`config.mk`:
```
export PLATFORM = sky130hd
export DESIGN_NAME = interval_timer_ctrl_flat
export DESIGN_NICKNAME = d
export VERILOG_FILES = /design/src/rtl/interval_timer_ctrl_if.sv /design/src/rtl/interval_timer_ctrl.sv /design/src/flat_wrapper.sv
export SDC_FILE = /design/constraint.sdc
export NUM_CORES = 1
export LEC_CHECK = 0
export CAP_MARGIN = 20
export CORE_ASPECT_RATIO = 0.5
export CORE_MARGIN = 1
export CORE_UTILIZATION = 50
export CTS_BUF_LIST = sky130_fd_sc_hd__clkbuf_8
export DETAILED_ROUTE_END_ITERATION = 6
export PLACE_DENSITY = 0.82
export SLEW_MARGIN = 25
export SYNTH_ARGS = -nofsm -noshare
export SYNTH_HDL_FRONTEND = slang
export SYNTH_SLANG_ARGS = --single-unit
```
`constraint.sdc`:
```
create_clock -name clk -period 3.1 [get_ports clk]
set_input_delay 0.31 -clock clk [delete_from_list [all_inputs] [get_ports clk]]
set_output_delay 0.31 -clock clk [all_outputs]
set_load 0.03 [all_outputs]
```
`src/rtl/interval_timer_ctrl_if.sv`:
```
// Control/status bundle for interval_timer_ctrl: software strobes and mode inputs in,
// counter value and status flags out.
interface interval_timer_ctrl_if #(
    parameter int unsigned N = 8
);
    logic         start;
    logic         stop;
    logic         pause;
    logic         periodic;
    logic         dir_up;
    logic [N-1:0] period;
    logic [N-1:0] cnt;
    logic         busy;
    logic         paused;
    logic         done;
    logic         expire;
    logic         err;

    modport master (
        output start, stop, pause, periodic, dir_up, period,
        input  cnt, busy, paused, done, expire, err
    );

    modport slave (
        input  start, stop, pause, periodic, dir_up, period,
        output cnt, busy, paused, done, expire, err
    );
endinterface

```
`src/rtl/interval_timer_ctrl.sv`:
```
// Programmable interval timer: N-bit up/down counter sequenced through
// IDLE/RUN/HOLD/DONE, with one-shot or periodic expiry pulses.
module interval_timer_ctrl #(
    parameter int unsigned N = 8
) (
    input logic                  clk,
    input logic                  reset,
    interval_timer_ctrl_if.slave tmr_io
);

    typedef enum logic [1:0] {
        StIdle = 2'b00,
        StRun  = 2'b01,
        StHold = 2'b10,
        StDone = 2'b11
    } state_e;

    state_e       state_q, state_d;
    logic [N-1:0] cnt_q, cnt_d;
    logic [N-1:0] period_q, period_d;
    logic         periodic_q, periodic_d;
    logic         dir_up_q, dir_up_d;
    logic         expire_q, expire_d;
    logic         err_q, err_d;

    logic [N-1:0] term_val;
    logic [N-1:0] start_val;
    logic         at_term;
    logic         start_ok;
    logic         start_bad;

    assign term_val  = dir_up_q ? period_q : '0;
    assign start_val = dir_up_q ? '0 : period_q;
    assign at_term   = (cnt_q == term_val);
    assign start_ok  = tmr_io.start && (tmr_io.period != '0);
    assign start_bad = tmr_io.start && (tmr_io.period == '0);

    always_ff @(posedge clk) begin
        if (!reset) begin
            state_q    <= StIdle;
            cnt_q      <= '0;
            period_q   <= '0;
            periodic_q <= 1'b0;
            dir_up_q   <= 1'b0;
            expire_q   <= 1'b0;
            err_q      <= 1'b0;
        end else begin
            state_q    <= state_d;
            cnt_q      <= cnt_d;
            period_q   <= period_d;
            periodic_q <= periodic_d;
            dir_up_q   <= dir_up_d;
            expire_q   <= expire_d;
            err_q      <= err_d;
        end
    end

    // Next state: stop beats start beats pause beats terminal detection.
    always_comb begin
        state_d = state_q;
        unique case (state_q)
            StIdle, StDone: begin
                if (tmr_io.stop) begin
                    state_d = StIdle;
                end else if (start_ok) begin
                    state_d = StRun;
                end
            end
            StRun: begin
                if (tmr_io.stop) begin
                    state_d = StIdle;
                end else if (tmr_io.pause) begin
                    state_d = StHold;
                end else if (at_term && !periodic_q) begin
                    state_d = StDone;
                end
            end
            StHold: begin
                if (tmr_io.stop) begin
                    state_d = StIdle;
                end else if (!tmr_io.pause) begin
                    state_d = StRun;
                end
            end
        endcase
    end

    // Datapath next state; start in RUN/HOLD has no effect.
    always_comb begin
        cnt_d      = cnt_q;
        period_d   = period_q;
        periodic_d = periodic_q;
        dir_up_d   = dir_up_q;
        expire_d   = 1'b0;
        err_d      = 1'b0;
        if (tmr_io.stop) begin
            cnt_d = '0;
        end else begin
            unique case (state_q)
                StIdle, StDone: begin
                    if (start_ok) begin
                        period_d   = tmr_io.period;
                        periodic_d = tmr_io.periodic;
                        dir_up_d   = tmr_io.dir_up;
                        cnt_d      = tmr_io.dir_up ? '0 : tmr_io.period;
                    end else if (start_bad) begin
                        err_d = 1'b1;
                    end
                end
                StRun: begin
                    if (!tmr_io.pause) begin
                        if (at_term) begin
                            expire_d = 1'b1;
                            if (periodic_q) begin
                                cnt_d = start_val;
                            end
                        end else if (dir_up_q) begin
                            cnt_d = cnt_q + 1'b1;
                        end else begin
                            cnt_d = cnt_q - 1'b1;
                        end
                    end
                end
                StHold: begin
                    cnt_d = cnt_q;
                end
            endcase
        end
    end

    always_comb begin
        tmr_io.cnt    = cnt_q;
        tmr_io.busy   = (state_q == StRun) || (state_q == StHold);
        tmr_io.paused = (state_q == StHold);
        tmr_io.done   = (state_q == StDone);
        tmr_io.expire = expire_q;
        tmr_io.err    = err_q;
    end

endmodule

```
`src/flat_wrapper.sv`:
```
// flat-port wrapper written by rule: the top's interface ports become plain ports
module interval_timer_ctrl_flat 
#(
    parameter int unsigned N = 8
)
  (clk, reset, tmr_io_start, tmr_io_stop, tmr_io_pause, tmr_io_periodic, tmr_io_dir_up, tmr_io_period, tmr_io_cnt, tmr_io_busy, tmr_io_paused, tmr_io_done, tmr_io_expire, tmr_io_err);
  interval_timer_ctrl_if #(.N(N)) tmr_io_i ();
  input logic clk;
  input logic reset;
  input wire logic [$bits(tmr_io_i.start)-1:0] tmr_io_start;
  input wire logic [$bits(tmr_io_i.stop)-1:0] tmr_io_stop;
  input wire logic [$bits(tmr_io_i.pause)-1:0] tmr_io_pause;
  input wire logic [$bits(tmr_io_i.periodic)-1:0] tmr_io_periodic;
  input wire logic [$bits(tmr_io_i.dir_up)-1:0] tmr_io_dir_up;
  input wire logic [$bits(tmr_io_i.period)-1:0] tmr_io_period;
  output wire logic [$bits(tmr_io_i.cnt)-1:0] tmr_io_cnt;
  output wire logic [$bits(tmr_io_i.busy)-1:0] tmr_io_busy;
  output wire logic [$bits(tmr_io_i.paused)-1:0] tmr_io_paused;
  output wire logic [$bits(tmr_io_i.done)-1:0] tmr_io_done;
  output wire logic [$bits(tmr_io_i.expire)-1:0] tmr_io_expire;
  output wire logic [$bits(tmr_io_i.err)-1:0] tmr_io_err;
  assign tmr_io_i.start = tmr_io_start;
  assign tmr_io_i.stop = tmr_io_stop;
  assign tmr_io_i.pause = tmr_io_pause;
  assign tmr_io_i.periodic = tmr_io_periodic;
  assign tmr_io_i.dir_up = tmr_io_dir_up;
  assign tmr_io_i.period = tmr_io_period;
  assign tmr_io_cnt = tmr_io_i.cnt;
  assign tmr_io_busy = tmr_io_i.busy;
  assign tmr_io_paused = tmr_io_i.paused;
  assign tmr_io_done = tmr_io_i.done;
  assign tmr_io_expire = tmr_io_i.expire;
  assign tmr_io_err = tmr_io_i.err;
  interval_timer_ctrl #(.N(N)) u_core (.clk(clk), .reset(reset), .tmr_io(tmr_io_i));
endmodule
```
### Word-level counts from Yosys, hierarchy flattened

Index checks and enable logic that the tools add are counted.

* output and inout bits: 13
* word-level logic and storage cells: 58
* bits in registers: 22
* bits of input ports: 15

* muxes and demuxes: 19
* reduce and logical (&&, ||, !) cells: 15
* add/subtract/negate cells: 2
* equality and inequality tests: 10
* bitwise logic cells: 5

Operators with widths (count)
* 8-bit two-way mux: 8
* 8-bit case mux with 2 select lines: 1
* 2-bit two-way mux: 7
* 8-bit by 1-bit adder with 8-bit output (second input constant): 1
* 8-bit == test: 1
* 8-bit logical NOT: 1
* 8-bit nonzero test: 1
* 4-bit OR reduction: 2
* 8-bit by 1-bit subtractor with 8-bit output (second input constant): 1
* 3-bit by 2-bit inequality test with 1-bit output (second input constant): 2
* 2-bit case mux with 3 select lines: 1
* 3-bit AND reduction: 2
* 1-bit inverter: 5
* 2-bit == test (second input constant): 2
* 4-bit by 3-bit inequality test with 1-bit output (second input constant): 1
* 4-bit AND reduction: 1
* 2-bit OR reduction: 2
* 1-bit logical AND: 3
* 3-bit inequality test (second input constant): 1
* 2-bit by 1-bit == test with 1-bit output (second input constant): 1
* 2-bit logical NOT: 1
* 1-bit two-way mux: 2
* 2-bit by 1-bit inequality test with 1-bit output (second input constant): 1
* 2-bit inequality test (second input constant): 1
* other kinds (2): 2

### Depth between registers and ports, before layout

* depth in word-level cells: 7
* depth in mapped cells: 9
* mapped depth without buffers: 8

### Least setup slack after synthesis

OpenSTA, ideal clock, no wires.

* kind: register to register
* start point: register u_core.cnt_q[6], in the netlist u_core.tmr_io.cnt[6]
* end point: register u_core.cnt_q[5], in the netlist u_core.tmr_io.cnt[5]
* library setup time: 0.088 ns
* setup slack: 0.857 ns
* path buffers: 1
* cell stages (with the launch flop): 8
* clock period less this slack: 2.243 ns
* data arrival time: 2.154 ns
* required time: 3.012 ns
* path through: dfxtp_1 -> or2b_2 -> a41oi_2 -> a2111oi_4 -> nand4_4 -> and2_4 -> buf_6 -> a311oi_2

* cells in the longest elaborated chain, start to end: 4
* elaborated cells on any way between the ends: 6
* classes of those cells: eq/ne (2); mux (3); reduce/logical (1)

Ends and longest elaborated chain
* start, declared: RTL line interval_timer_ctrl.sv:19 `logic [N-1:0] cnt_q, cnt_d;`
* start signal, assigned: RTL line interval_timer_ctrl.sv:49 `cnt_q <= cnt_d;`
* 8-bit == test (*): RTL line interval_timer_ctrl.sv:34 `assign at_term = (cnt_q == term_val);`
* 8-bit two-way mux: RTL line interval_timer_ctrl.sv:112 `if (at_term) begin`
* 8-bit two-way mux: RTL line interval_timer_ctrl.sv:111 `if (!tmr_io.pause) begin`
* 8-bit case mux with 2 select lines: RTL line interval_timer_ctrl.sv:99 `unique case (state_q)`

Mark *: on every way between the ends. The rest lies on a longest branch, timed or not. The select of a mux whose other input is x is not followed.
A chain may end at the register's enable or synchronous reset.

### Worst setup path after layout

* start point: register u_core.dir_up_q
* end point: register u_core.cnt_q[7], in the netlist u_core.tmr_io.cnt[7]

* cells in the longest elaborated chain, start to end: 5
* elaborated cells on any way between the ends: 10
* classes of those cells: eq/ne (2); mux (7); reduce/logical (1)

Ends and longest elaborated chain
* start, declared: RTL line interval_timer_ctrl.sv:22 `logic dir_up_q, dir_up_d;`
* start signal, assigned: RTL line interval_timer_ctrl.sv:52 `dir_up_q <= dir_up_d;`
* 8-bit two-way mux, on equally long branches: RTL line interval_timer_ctrl.sv:32, interval_timer_ctrl.sv:33
* 8-bit == test or 8-bit two-way mux (tied branches): RTL line interval_timer_ctrl.sv:34, interval_timer_ctrl.sv:114
* 8-bit two-way mux: RTL line interval_timer_ctrl.sv:112
* 8-bit two-way mux: RTL line interval_timer_ctrl.sv:111
* 8-bit case mux with 2 select lines: RTL line interval_timer_ctrl.sv:99

Parallel ways exist; a longest one is shown, timed or not. The select of a mux whose other input is x is not followed.

==> run_results.csv <==
group,metric,value,unit
status,status,"complete, no violations",
setup_path,critPathKind,"register to register",
cts,cts-root-buf,"clkbuf_8",
cts,cts_setup_buffers,0,
synth,syn_area,1590,um^2
setup_path,crit_path_end,"u_core.tmr_io.cnt[7]",
finish,nets,232,
setup_path,worstPathRequired,3280,ps
die,die_x,81.6,um
timing,fin_crit_sh,0.904,
routing,drtAntennaViolNets,0,
routing,drcViolationCount,0,
routing,vias,1630,
finish,diodes,0,
synth,synth_edf_count,0,
synth,ys_seq_area_frac,0.278,
timing,hold_viol,0,
cts,clock_latency,270,ps
routing,drt_iter0_markers,179,
synth,ys_types,44,
finish,n_fill_cell,263,
hold_path,hp-class,"register to register",
finish,final_util,0.650,
grt,grt_pass1_vias,1491,
die,chipHeight,41.8,um
timing,setup_viol,0,
cts,ctsHoldBuffers,0,
setup_path,end_kind,"register",
place,port_buffers,27,
setup_path,r2r_start,"u_core.dir_up_q",
timing,setup-tns-final,0,ps
grt,grt_pass1_wl,7220,um
power_and_ir_drop,vdd_drop_max,0.318,mV
timing,rsz0062_at_grt,"false",
setup_path,r2r_slack,300,ps
timing,layout_setup_ws,299,ps
setup_path,critPathArrivalTime,2980,ps
grt,grt_start_max_net_pins,14,
synth,syn_inst,181,
timing,slew_headroom,0.460,
synth,ys_ff_latch,22,
cts,path_clk_slew,90,ps
place,dpl.hpwl,3110,um
place,gp_congestion,0.905,
setup_path,critPathLaunch,"u_core.dir_up_q",
grt,grt_antenna_before_repair,0,
routing,wire_per_inst,18.4,um
synth,synth_warnings,0,
cts,tritoncts,"done",
power_and_ir_drop,p_leak,0.682,nW
power_and_ir_drop,power.density,495,nW/um^2
routing,firstDrtPassIters,4,
routing,viasPerCell,6.63,
setup_path,worstPathMaxFanout,13,
place,pre_cts_ws,439,ps
die,rows,14,
synth,syn_nets,206,
die,core_area,3010,um^2
cts,cts_resized,0,
timing,fin_skew,2.86,ps
setup_path,r2r.worst_path.cells,8,
cts,htreeDepth,1,
cts,cts_buffers,3,
cts,cts.sinks,22,
finish,layout.cells.non_filler,246,
die,initial_core_util,0.526,
place,placed_cells,242,
synth,synth_top_flop_cell,"dfxtp_1",
finish,drive_above_1_share,0.0680,
setup_path,r2r_end,"u_core.tmr_io.cnt[7]",
timing,tightest_slew,803,ps
finish,syn_to_final_growth,23.5,%
run,drv_cap,0,
grt,grt_use_total,0.280,
die,ios,28,
timing,fmax,0.357,GHz
timing,finalCriticalPeriod,2800,ps
die,die_area,3410,um^2
synth,syn_avg_cell_area,8.76,um^2
synth,async_flop_share,0,
grt,grt_overflow,0,
setup_path,critPathLaunchType,"register",
cts,clock_tree.buffer_depth,2,
routing,routed_wl,4520,um
timing,drv_slew,0,
## metal layers
layer  part of all wire  track usage  up-vias
met4              0.016       0.0456        0
met1               0.43        0.391      775
met5                  0            0        -
met2               0.45        0.447      109
li1                   -            -      734
met3               0.11       0.0615       12
## critical path, cell delays in order, from the launching register on
cell and delay, ps:
dfxtp_1 600, inv_1 280, ha_1 360, a211oi_1 250, o21bai_1 120, a2111oi_0 550
or4_1 200, nand3_1 70, a311oi_1 270
## cells in the final DEF (no fill, tap or decap), drive strengths merged, types with 4 or more instances in the layout
| cell | count |
|---|---|
| o21ai | 4 |
| nand2 | 15 |
| a21oi | 16 |
| dfxtp | 22 |
| a311oi | 8 |
| a31oi | 6 |
| xnor2 | 5 |
| a21o | 4 |
| nand4 | 4 |
| inv | 8 |
| clkdlybuf4s50 | 27 |
| ha | 9 |
| a211oi | 8 |
| nor2b | 10 |
| a32oi | 4 |
| mux2i | 12 |
| nor2 | 11 |
## worst min-delay path by stage
stage / from / to / slack, ps / cells past startpoint
floorplan: reset / u_core.period_q[6] / 450 / 2
global placement: u_core.state_q[0] / u_core.state_q[0] / 490 / 2
detailed placement: u_core.state_q[0] / u_core.state_q[0] / 500 / 2
CTS: u_core.state_q[0] / u_core.state_q[0] / 510 / 2
global route: u_core.state_q[0] / u_core.state_q[0] / 540 / 2
finish: u_core.state_q[0] / u_core.state_q[0] / 500 / 2
## where the power goes
part / internal, mW / total [mW] / switching, mW
logic: 0.150 / 0.362 / 0.212
clock network: 0.173 / 0.277 / 0.104
registers: 0.300 / 0.330 / 0.0301
## state kept, by name, summed over array words and instances (netlist names)
signal	flops
u_core.periodic_q	1
u_core.tmr_io.err	1
u_core.tmr_io.expire	1
u_core.dir_up_q	1
u_core.state_q	2
u_core.period_q	8
u_core.tmr_io.cnt	8
## cells by family (layout without fill, tap and decap cells)
group | count (synthesis) | in the layout | share of synthesized area
AO/OA/AOI/OAI | 59 | 59 | 0.283
adder cells (fa/ha/maj) | 10 | 10 | 0.0837
buffers and inverters | 15 | 40 | 0.0434
XOR/XNOR | 7 | 7 | 0.0387
multiplexers | 12 | 12 | 0.0758
flip-flops | 22 | 22 | 0.278
AND/OR/NAND/NOR | 56 | 56 | 0.198
## synth_stat cells, types with 2 or more instances
master / count / area share
nand2_1: 15 / 0.036
nand4_1: 3 / 0.012
a31oi_1: 6 / 0.024
and2_1: 2 / 0.0079
o21ai_0: 4 / 0.013
mux2i_1: 12 / 0.076
nor2_1: 11 / 0.026
nor4_1: 2 / 0.0079
a32oi_1: 3 / 0.017
inv_1: 8 / 0.019
a211oi_1: 8 / 0.038
nor3_1: 2 / 0.0063
nor2b_1: 10 / 0.039
a2111oi_0: 2 / 0.011
a21oi_1: 16 / 0.051
xnor2_1: 5 / 0.028
a311oi_1: 7 / 0.039
ha_1: 9 / 0.071
buf_1: 2 / 0.0047
a21o_1: 4 / 0.019
o21bai_1: 2 / 0.0095
xor2_1: 2 / 0.011
nand2b_1: 3 / 0.012
clkbuf_1: 2 / 0.0047
dfxtp_1: 22 / 0.28
## stage by stage
| stage | hold WS [ps] | power, mW | cell area, um^2 |
|---|---|---|---|
| 4_1_cts | 508 | 0.952 | 1950 |
| 2_1_floorplan | 446 | 0.578 | 1590 |
| 5_1_grt | 537 | 1.01 | 1960 |
| 3_5_place_dp | 496 | 0.678 | 1880 |
| 6_report | 505 | 0.969 | 1960 |
| 3_3_place_gp | 495 | 0.673 | 1880 |
## layout make-up
| class | count | area, um^2 | area share |
|---|---|---|---|
| Clock inverter | 1 | 30.0 | 0.0153 |
| Inverter | 8 | 30.0 | 0.0153 |
| Timing Repair Buffer | 28 | 278 | 0.142 |
| Sequential cell | 22 | 440 | 0.225 |
| Tap cell | 40 | 50.0 | 0.0256 |
| Clock buffer | 3 | 41.3 | 0.0211 |
| Multi-Input combinational cell | 144 | 1090 | 0.556 |
(Power assumes the default switching activity.)
